<file path="config.mk">
export PLATFORM = sky130hd
export DESIGN_NAME = sdram_bist_flat
export DESIGN_NICKNAME = d
export VERILOG_FILES = /design/src/rtl/sdram_bist_pkg.sv /design/src/rtl/sdram_ctrl_if.sv /design/src/rtl/sdram_bist_lfsr.sv /design/src/rtl/sdram_bist.sv /design/src/flat_wrapper.sv
export SDC_FILE = /design/constraint.sdc
export NUM_CORES = 1
export LEC_CHECK = 0
export CAP_MARGIN = 20
export CORE_MARGIN = 3
export CORE_UTILIZATION = 50
export DETAILED_ROUTE_END_ITERATION = 8
export PLACE_DENSITY_LB_ADDON = 0.2
export SYNTH_ARGS = -nofsm -noshare
export SYNTH_HDL_FRONTEND = slang
export SYNTH_HIERARCHICAL = 1
export SYNTH_SLANG_ARGS = --single-unit
</file>
<file path="constraint.sdc">
create_clock -name clk -period 3 [get_ports clk]
set_input_delay 0.3 -clock clk [delete_from_list [all_inputs] [get_ports clk]]
set_output_delay 0.3 -clock clk [all_outputs]
set_load 0.01 [all_outputs]
</file>
<file path="src/rtl/sdram_bist_pkg.sv">
// Shared types, constants and helpers for the SDRAM BIST initiator.
// Build option SDRAM_BIST_BYTE_LANE_EN adds the partial-write byte-lane states.
package sdram_bist_pkg;

  localparam logic [31:0] LFSR_TAPS    = 32'h8020_0003;
  localparam logic [31:0] DEADBEEF_PAT = 32'hDEAD_BEEF;

  typedef enum logic [2:0] {
    StIdle,
    StWr,
    StRd,
    StRwait,
    StDone
`ifdef SDRAM_BIST_BYTE_LANE_EN
    ,
    StPwr,
    StPrd,
    StPwait
`endif
  } state_e;

  // Replace byte lane `lane` of `word` with the same lane of `pat`.
  function automatic logic [31:0] merge_byte_lane(input logic [31:0] word,
                                                  input logic [31:0] pat,
                                                  input logic [1:0]  lane);
    logic [31:0] res;
    res = word;
    res[{lane, 3'b000} +: 8] = pat[{lane, 3'b000} +: 8];
    return res;
  endfunction

endpackage

</file>
<file path="src/rtl/sdram_ctrl_if.sv">
// Request/response interface between an SDRAM requester and sdram_core.
interface sdram_ctrl_if #(
  parameter int unsigned ADDR_WIDTH = 32,
  parameter int unsigned DATA_WIDTH = 32
);
  logic [ADDR_WIDTH-1:0]   addr;
  logic [DATA_WIDTH/8-1:0] wr;
  logic                    rd;
  logic [DATA_WIDTH-1:0]   write_data;
  logic                    rdy;
  logic                    rvalid;
  logic [DATA_WIDTH-1:0]   read_data;

  modport ctrl (output addr, wr, rd, write_data, input rdy, rvalid, read_data);
  modport core (input addr, wr, rd, write_data, output rdy, rvalid, read_data);
endinterface

</file>
<file path="src/rtl/sdram_bist_lfsr.sv">
// 32-bit Galois LFSR with seed load (zero seed forced to 1) and advance enable.
module sdram_bist_lfsr
  import sdram_bist_pkg::*;
(
  input  logic        clk,
  input  logic        rst,
  input  logic        load,
  input  logic [31:0] seed,
  input  logic        adv,
  output logic [31:0] value
);

  logic [31:0] lfsr_q, lfsr_d;

  always_comb begin
    lfsr_d = lfsr_q;
    if (load) begin
      lfsr_d = (seed == '0) ? 32'd1 : seed;
    end else if (adv) begin
      lfsr_d = (lfsr_q >> 1) ^ (lfsr_q[0] ? LFSR_TAPS : 32'd0);
    end
  end

  always_ff @(posedge clk) begin
    if (rst) lfsr_q <= 32'd1;
    else     lfsr_q <= lfsr_d;
  end

  assign value = lfsr_q;

endmodule

</file>
<file path="src/rtl/sdram_bist.sv">
// SDRAM BIST initiator: pseudo-random write/read-back/compare over sdram_ctrl_if.
// Define SDRAM_BIST_BYTE_LANE_EN to add a single-lane partial write/read per iteration.
module sdram_bist
  import sdram_bist_pkg::*;
#(
  parameter int unsigned ADDR_WIDTH     = 32,
  parameter int unsigned DATA_WIDTH     = 32,
  parameter int unsigned NUM_ITERS      = 1024,
  parameter int unsigned TIMEOUT_CYCLES = 4096,
  parameter int unsigned ERRCNT_WIDTH   = 16
) (
  input  logic                    clk,
  input  logic                    rst,
  input  logic                    start,
  input  logic [31:0]             seed,
  output logic                    busy,
  output logic                    done,
  output logic                    pass,
  output logic                    timeout,
  output logic [ERRCNT_WIDTH-1:0] err_count,
  sdram_ctrl_if.ctrl              sdram_if
);

  localparam int unsigned StrbW   = DATA_WIDTH / 8;
  localparam int unsigned AddrLsb = $clog2(StrbW);
  localparam int unsigned IterW   = $clog2(NUM_ITERS + 1);
  localparam int unsigned TmrW    = $clog2(TIMEOUT_CYCLES + 1);
  localparam logic [ADDR_WIDTH-1:0] AddrMask = ~ADDR_WIDTH'((1 << AddrLsb) - 1);

  state_e                  state_q, state_d;
  logic [IterW-1:0]        iter_q, iter_d;
  logic [TmrW-1:0]         tmr_q, tmr_d;
  logic [ERRCNT_WIDTH-1:0] err_q, err_d;
  logic                    timeout_q, timeout_d;
  logic                    lfsr_load, lfsr_adv;
  logic [31:0]             lfsr;
  logic [ADDR_WIDTH-1:0]   req_addr;
  logic [DATA_WIDTH-1:0]   exp_word;
  logic                    cmp_en, iter_end;

  sdram_bist_lfsr u_lfsr (
    .clk  (clk),
    .rst  (rst),
    .load (lfsr_load),
    .seed (seed),
    .adv  (lfsr_adv),
    .value(lfsr)
  );

  assign req_addr = lfsr[ADDR_WIDTH-1:0] & AddrMask;

  always_comb begin
    state_d              = state_q;
    iter_d               = iter_q;
    err_d                = err_q;
    timeout_d            = timeout_q;
    lfsr_load            = 1'b0;
    lfsr_adv             = 1'b0;
    cmp_en               = 1'b0;
    iter_end             = 1'b0;
    exp_word             = lfsr[DATA_WIDTH-1:0];
    sdram_if.addr        = '0;
    sdram_if.wr          = '0;
    sdram_if.rd          = 1'b0;
    sdram_if.write_data  = '0;

    unique case (state_q)
      StIdle, StDone: begin
        if (start) begin
          state_d   = StWr;
          lfsr_load = 1'b1;
          iter_d    = '0;
          err_d     = '0;
          timeout_d = 1'b0;
        end
      end
      StWr: begin
        sdram_if.addr       = req_addr;
        sdram_if.wr         = '1;
        sdram_if.write_data = lfsr[DATA_WIDTH-1:0];
        if (sdram_if.rdy) state_d = StRd;
      end
      StRd: begin
        sdram_if.addr = req_addr;
        sdram_if.rd   = 1'b1;
        if (sdram_if.rdy) state_d = StRwait;
      end
      StRwait: begin
        if (sdram_if.rvalid) begin
          cmp_en = 1'b1;
`ifdef SDRAM_BIST_BYTE_LANE_EN
          state_d = StPwr;
`else
          iter_end = 1'b1;
`endif
        end
      end
`ifdef SDRAM_BIST_BYTE_LANE_EN
      StPwr: begin
        sdram_if.addr       = req_addr;
        sdram_if.wr         = StrbW'(1) << lfsr[1:0];
        sdram_if.write_data = DATA_WIDTH'(DEADBEEF_PAT);
        if (sdram_if.rdy) state_d = StPrd;
      end
      StPrd: begin
        sdram_if.addr = req_addr;
        sdram_if.rd   = 1'b1;
        if (sdram_if.rdy) state_d = StPwait;
      end
      StPwait: begin
        exp_word = DATA_WIDTH'(merge_byte_lane(lfsr, DEADBEEF_PAT, lfsr[1:0]));
        if (sdram_if.rvalid) begin
          cmp_en   = 1'b1;
          iter_end = 1'b1;
        end
      end
`endif
      default: state_d = StIdle;
    endcase

    if (cmp_en && (sdram_if.read_data != exp_word) && (err_q != '1)) begin
      err_d = err_q + 1'b1;
    end

    if (iter_end) begin
      if (iter_q == IterW'(NUM_ITERS - 1)) begin
        state_d = StDone;
      end else begin
        state_d  = StWr;
        iter_d   = iter_q + 1'b1;
        lfsr_adv = 1'b1;
      end
    end

    // A stalled state whose wait budget runs out aborts the run.
    if (busy && (state_d == state_q) && (tmr_q == TmrW'(TIMEOUT_CYCLES - 1))) begin
      state_d   = StDone;
      timeout_d = 1'b1;
    end
  end

  always_comb begin
    tmr_d = '0;
    if (busy && (state_d == state_q)) tmr_d = tmr_q + 1'b1;
  end

  always_ff @(posedge clk) begin
    if (rst) begin
      state_q   <= StIdle;
      iter_q    <= '0;
      tmr_q     <= '0;
      err_q     <= '0;
      timeout_q <= 1'b0;
    end else begin
      state_q   <= state_d;
      iter_q    <= iter_d;
      tmr_q     <= tmr_d;
      err_q     <= err_d;
      timeout_q <= timeout_d;
    end
  end

  assign busy      = (state_q != StIdle) && (state_q != StDone);
  assign done      = (state_q == StDone);
  assign pass      = done && (err_q == '0) && !timeout_q;
  assign timeout   = timeout_q;
  assign err_count = err_q;

endmodule

</file>
<file path="src/flat_wrapper.sv">
// flat-port wrapper written by rule: the top's interface ports become plain ports
module sdram_bist_flat import sdram_bist_pkg::*;
#(
  parameter int unsigned ADDR_WIDTH     = 32,
  parameter int unsigned DATA_WIDTH     = 32,
  parameter int unsigned NUM_ITERS      = 1024,
  parameter int unsigned TIMEOUT_CYCLES = 4096,
  parameter int unsigned ERRCNT_WIDTH   = 16
)
  (clk, rst, start, seed, busy, done, pass, timeout, err_count, sdram_if_addr, sdram_if_wr, sdram_if_rd, sdram_if_write_data, sdram_if_rdy, sdram_if_rvalid, sdram_if_read_data);
  sdram_ctrl_if #(.ADDR_WIDTH(ADDR_WIDTH), .DATA_WIDTH(DATA_WIDTH)) sdram_if_i ();
  input  logic clk;
  input  logic rst;
  input  logic start;
  input  logic [31:0] seed;
  output logic busy;
  output logic done;
  output logic pass;
  output logic timeout;
  output logic [ERRCNT_WIDTH-1:0] err_count;
  output wire logic [$bits(sdram_if_i.addr)-1:0] sdram_if_addr;
  output wire logic [$bits(sdram_if_i.wr)-1:0] sdram_if_wr;
  output wire logic [$bits(sdram_if_i.rd)-1:0] sdram_if_rd;
  output wire logic [$bits(sdram_if_i.write_data)-1:0] sdram_if_write_data;
  input wire logic [$bits(sdram_if_i.rdy)-1:0] sdram_if_rdy;
  input wire logic [$bits(sdram_if_i.rvalid)-1:0] sdram_if_rvalid;
  input wire logic [$bits(sdram_if_i.read_data)-1:0] sdram_if_read_data;
  assign sdram_if_addr = sdram_if_i.addr;
  assign sdram_if_wr = sdram_if_i.wr;
  assign sdram_if_rd = sdram_if_i.rd;
  assign sdram_if_write_data = sdram_if_i.write_data;
  assign sdram_if_i.rdy = sdram_if_rdy;
  assign sdram_if_i.rvalid = sdram_if_rvalid;
  assign sdram_if_i.read_data = sdram_if_read_data;
  sdram_bist #(.ADDR_WIDTH(ADDR_WIDTH), .DATA_WIDTH(DATA_WIDTH), .NUM_ITERS(NUM_ITERS), .TIMEOUT_CYCLES(TIMEOUT_CYCLES), .ERRCNT_WIDTH(ERRCNT_WIDTH)) u_core (.clk(clk), .rst(rst), .start(start), .seed(seed), .busy(busy), .done(done), .pass(pass), .timeout(timeout), .err_count(err_count), .sdram_if(sdram_if_i));
endmodule
</file>
==> reports/results.tsv <==
metric	value	unit
WL/cell	15.9	microns
post-CTS setup buffer count	0	
Async S/R FF share, synth	0	
vias in the first global route	4597	
fin util	0.727	
RSZ-0062 raised after global routing	false	
GR peak layer	met2	
Netlist cell types	60	
# hold bufs at CTS	0	
cells after synthesis	599	
via count	4855	
CP Data Required Time	2.70	ns
dpl cell area	0.00631	sq mm
largest net degree at the start of global routing	48	
Post-Route Skew	0.0110	ns
worst slew pin tran	0.765	ns
cell with the most instances after synthesis	nor2_1	
met1 usage	0.322	
Final ANT Viol Nets	0	
final instance area	0.00653	sq mm
max-cap violations	0	
internal power	1.76	mW
Avg Cell Area, Syn	7.93	sq um
Synth Area in Compound Gates	0.122	
grt met3 use	0.0684	
Max Transition Viols Final	0	
Core Area	0.00898	sq mm
synth cell count leaders	nor2_1, dfxtp_1, a21oi_1	
Post-Synth Simple-Gate Area	0.333	
drt via density	5.60	
Final nets	809	
Max-slew headroom	0.490	
switching pwr	0.707	mW
Crit path max-delay family	buffers and inverters	
post-synthesis register bit count	76	
setup TNS	0	ns
largest family of logic cells by synthesized area	simple AND/OR/NAND/NOR gates	
Layout Cells excl Fill	867	
Port-buffer cells	155	
Area Growth Syn to Fin	37.4	%
Die H	103	microns
FILL cells	692	
met2 Use GR	0.454	
YS warnings	6	
post-synthesis adder-cell area fraction	0.0105	
crit start category	flop	
CTS tree	built	
combinational group share of total power	0.204	
sequential share of power	0.446	
Clock Path Buffers	2	
CTS Sinks	76	
ratio of final minimum period to clock period	0.884	
post-synthesis instance area	0.00475	sq mm
gpl congestion	0.857	
CP Cell Sequence	inv_1, nor3_1, nor2_2, buf_4, nor2b_1, clkdlybuf4s50_1	
CTS Buf Count	9	
crit-path max cell delay	0.58	ns
Fmax	377	MHz
slowest stage cell, crit path	clkdlybuf4s50_1	
placed cell count	851	
CTS H-tree lvls	3	
Pleak	2.32	nW
Residual DRC	0	
GRT overflow	0	
main flop type after synthesis	dfxtp_1	
Hold Vio Cnt, Final	0	
dpl hpwl	10.3	mm
clk_lat worst skew	0.35	ns
Critical Path AT	2.35	ns
Area contributors post-synth	dfxtp_1, nor2_1, xor2_1, mux2i_1, a21oi_1	
critical path class	reg -> out	
Pwr Total	2.47	mW
critical path capture point type	primary output	
post-synthesis sequential area ratio	0.320	
pwr dens	378	mW/mm^2
Final Critical Period	2.65	ns
area share of xor/xnor cells in the synthesized design	0.0922	
GRT Overall Usage	0.265	
Diodes inserted	0	
status	complete, no violations	
Hold Crit Class	reg -> reg	
Worst VDD drop	0.245	mV
Clk pwr share	0.349	
mux contribution to synthesized area	0.0632	
share of cells above drive strength 1	0.0675	
clock tree root buffer cell	clkbuf_8	
FP Rows	34	
top cell type's share of synthesized area	0.320	
Post-synth EDFFs	0	
Routed WL	13.8	mm
final setup violation count	0	
width of the die	103	microns
crit path buf inv count	3	
Top Ports	158	
initial core utilization	0.529	
drt initial violations	209	
Reg clk slew, reported paths	0.08	ns
Die ar.	0.0107	sq mm
drt pass-1 iters	5	
cts repair resizes	0	
first-pass GRT wire length	22.4	mm
leading area contributor after synthesis	dfxtp_1	
initial antenna violation count	0	
top fanout value on the critical path	30	
Sw Share	0.287	
==> area by class of cell <==
class | instances | area [sq um] | area share
clock inverters | 7 | 91.3 | 0.0140
inverters | 11 | 41.3 | 0.00633
well taps | 126 | 158 | 0.0242
clock buffers | 9 | 124 | 0.0190
repair buffers | 164 | 1630 | 0.249
multi-input cells | 474 | 2960 | 0.454
flip-flops and latches | 76 | 1520 | 0.233
==> worst min-delay path: stages, from the launching register on <==
cell      delay [ns]
dfxtp_1         0.32
inv_1           0.05
a311oi_1        0.03
==> flip-flops by register name, summed over array words and instances, names as in the netlist <==
register and flops:
u_core/u_lfsr/value 32, u_core/tmr_q 13, u_core/state_q 3, u_core/iter_q 11
u_core/err_count 16, u_core/timeout 1
==> final timing paths <==
check                                        from                 endpoint  slack (ns)  cells past startpoint
worst min register to register  u_core/iter_q[10]        u_core/iter_q[10]        0.44                      2
worst min-delay path            u_core/iter_q[10]        u_core/iter_q[10]        0.44                      2
worst max register to register   u_core/iter_q[0]  u_core/u_lfsr/value[15]        0.63                      9
worst max-delay path            u_core/state_q[1]         sdram_if_addr[4]        0.35                      6
==> cell families after synthesis <==
family / after synthesis
AND/OR/NAND/NOR: 294
AO/OA/AOI/OAI: 94
flip-flops: 76
XOR/XNOR: 50
buffers and inverters: 50
multiplexers: 30
adder cells (fa/ha/maj): 4
other: 1
==> power by group through the flow <==
stage	combinational [mW]	sequential, mW	clock, mW
after floorplan	0.284	1.10	0
after global placement	0.486	1.12	0
after detailed placement	0.499	1.12	0
after CTS	0.503	1.10	0.870
after global routing	0.547	1.11	0.917
final	0.504	1.10	0.862
==> stage by stage <==
step	worst slack, ns	hold WS (ns)
after floorplan	1.04	0.403
after global placement	0.484	0.414
final	0.348	0.441
after CTS	0.340	0.437
after global routing	0.212	0.445
after detailed placement	0.403	0.415
==> per-layer routing <==
metal	up-vias	routed length (microns)	part of all wire
li1	2340	-	-
met1	2310	5600	0.41
met2	182	6940	0.50
met3	23	958	0.069
met4	0	318	0.023
met5	-	0	0
==> cell usage in the layout, fill, tap and decap left out, types with 5 or more instances in the layout <==
master             n
buf_4              8
nand2_1           21
nand3_1           18
and3_1             7
clkdlybuf4s50_1  154
nand4_1            9
a21oi_1           41
dfxtp_1           76
nor4_1            17
xor2_1            39
a31oi_1            6
nor3b_1            5
and2_1            32
clkbuf_8           9
nor3_1            12
inv_1              9
nor2b_1           31
o21ai_1           22
xnor2_1           11
nand2b_1          14
mux2i_1           30
nor2_1            99
No activity file was read; power rests on OpenSTA's default activity.
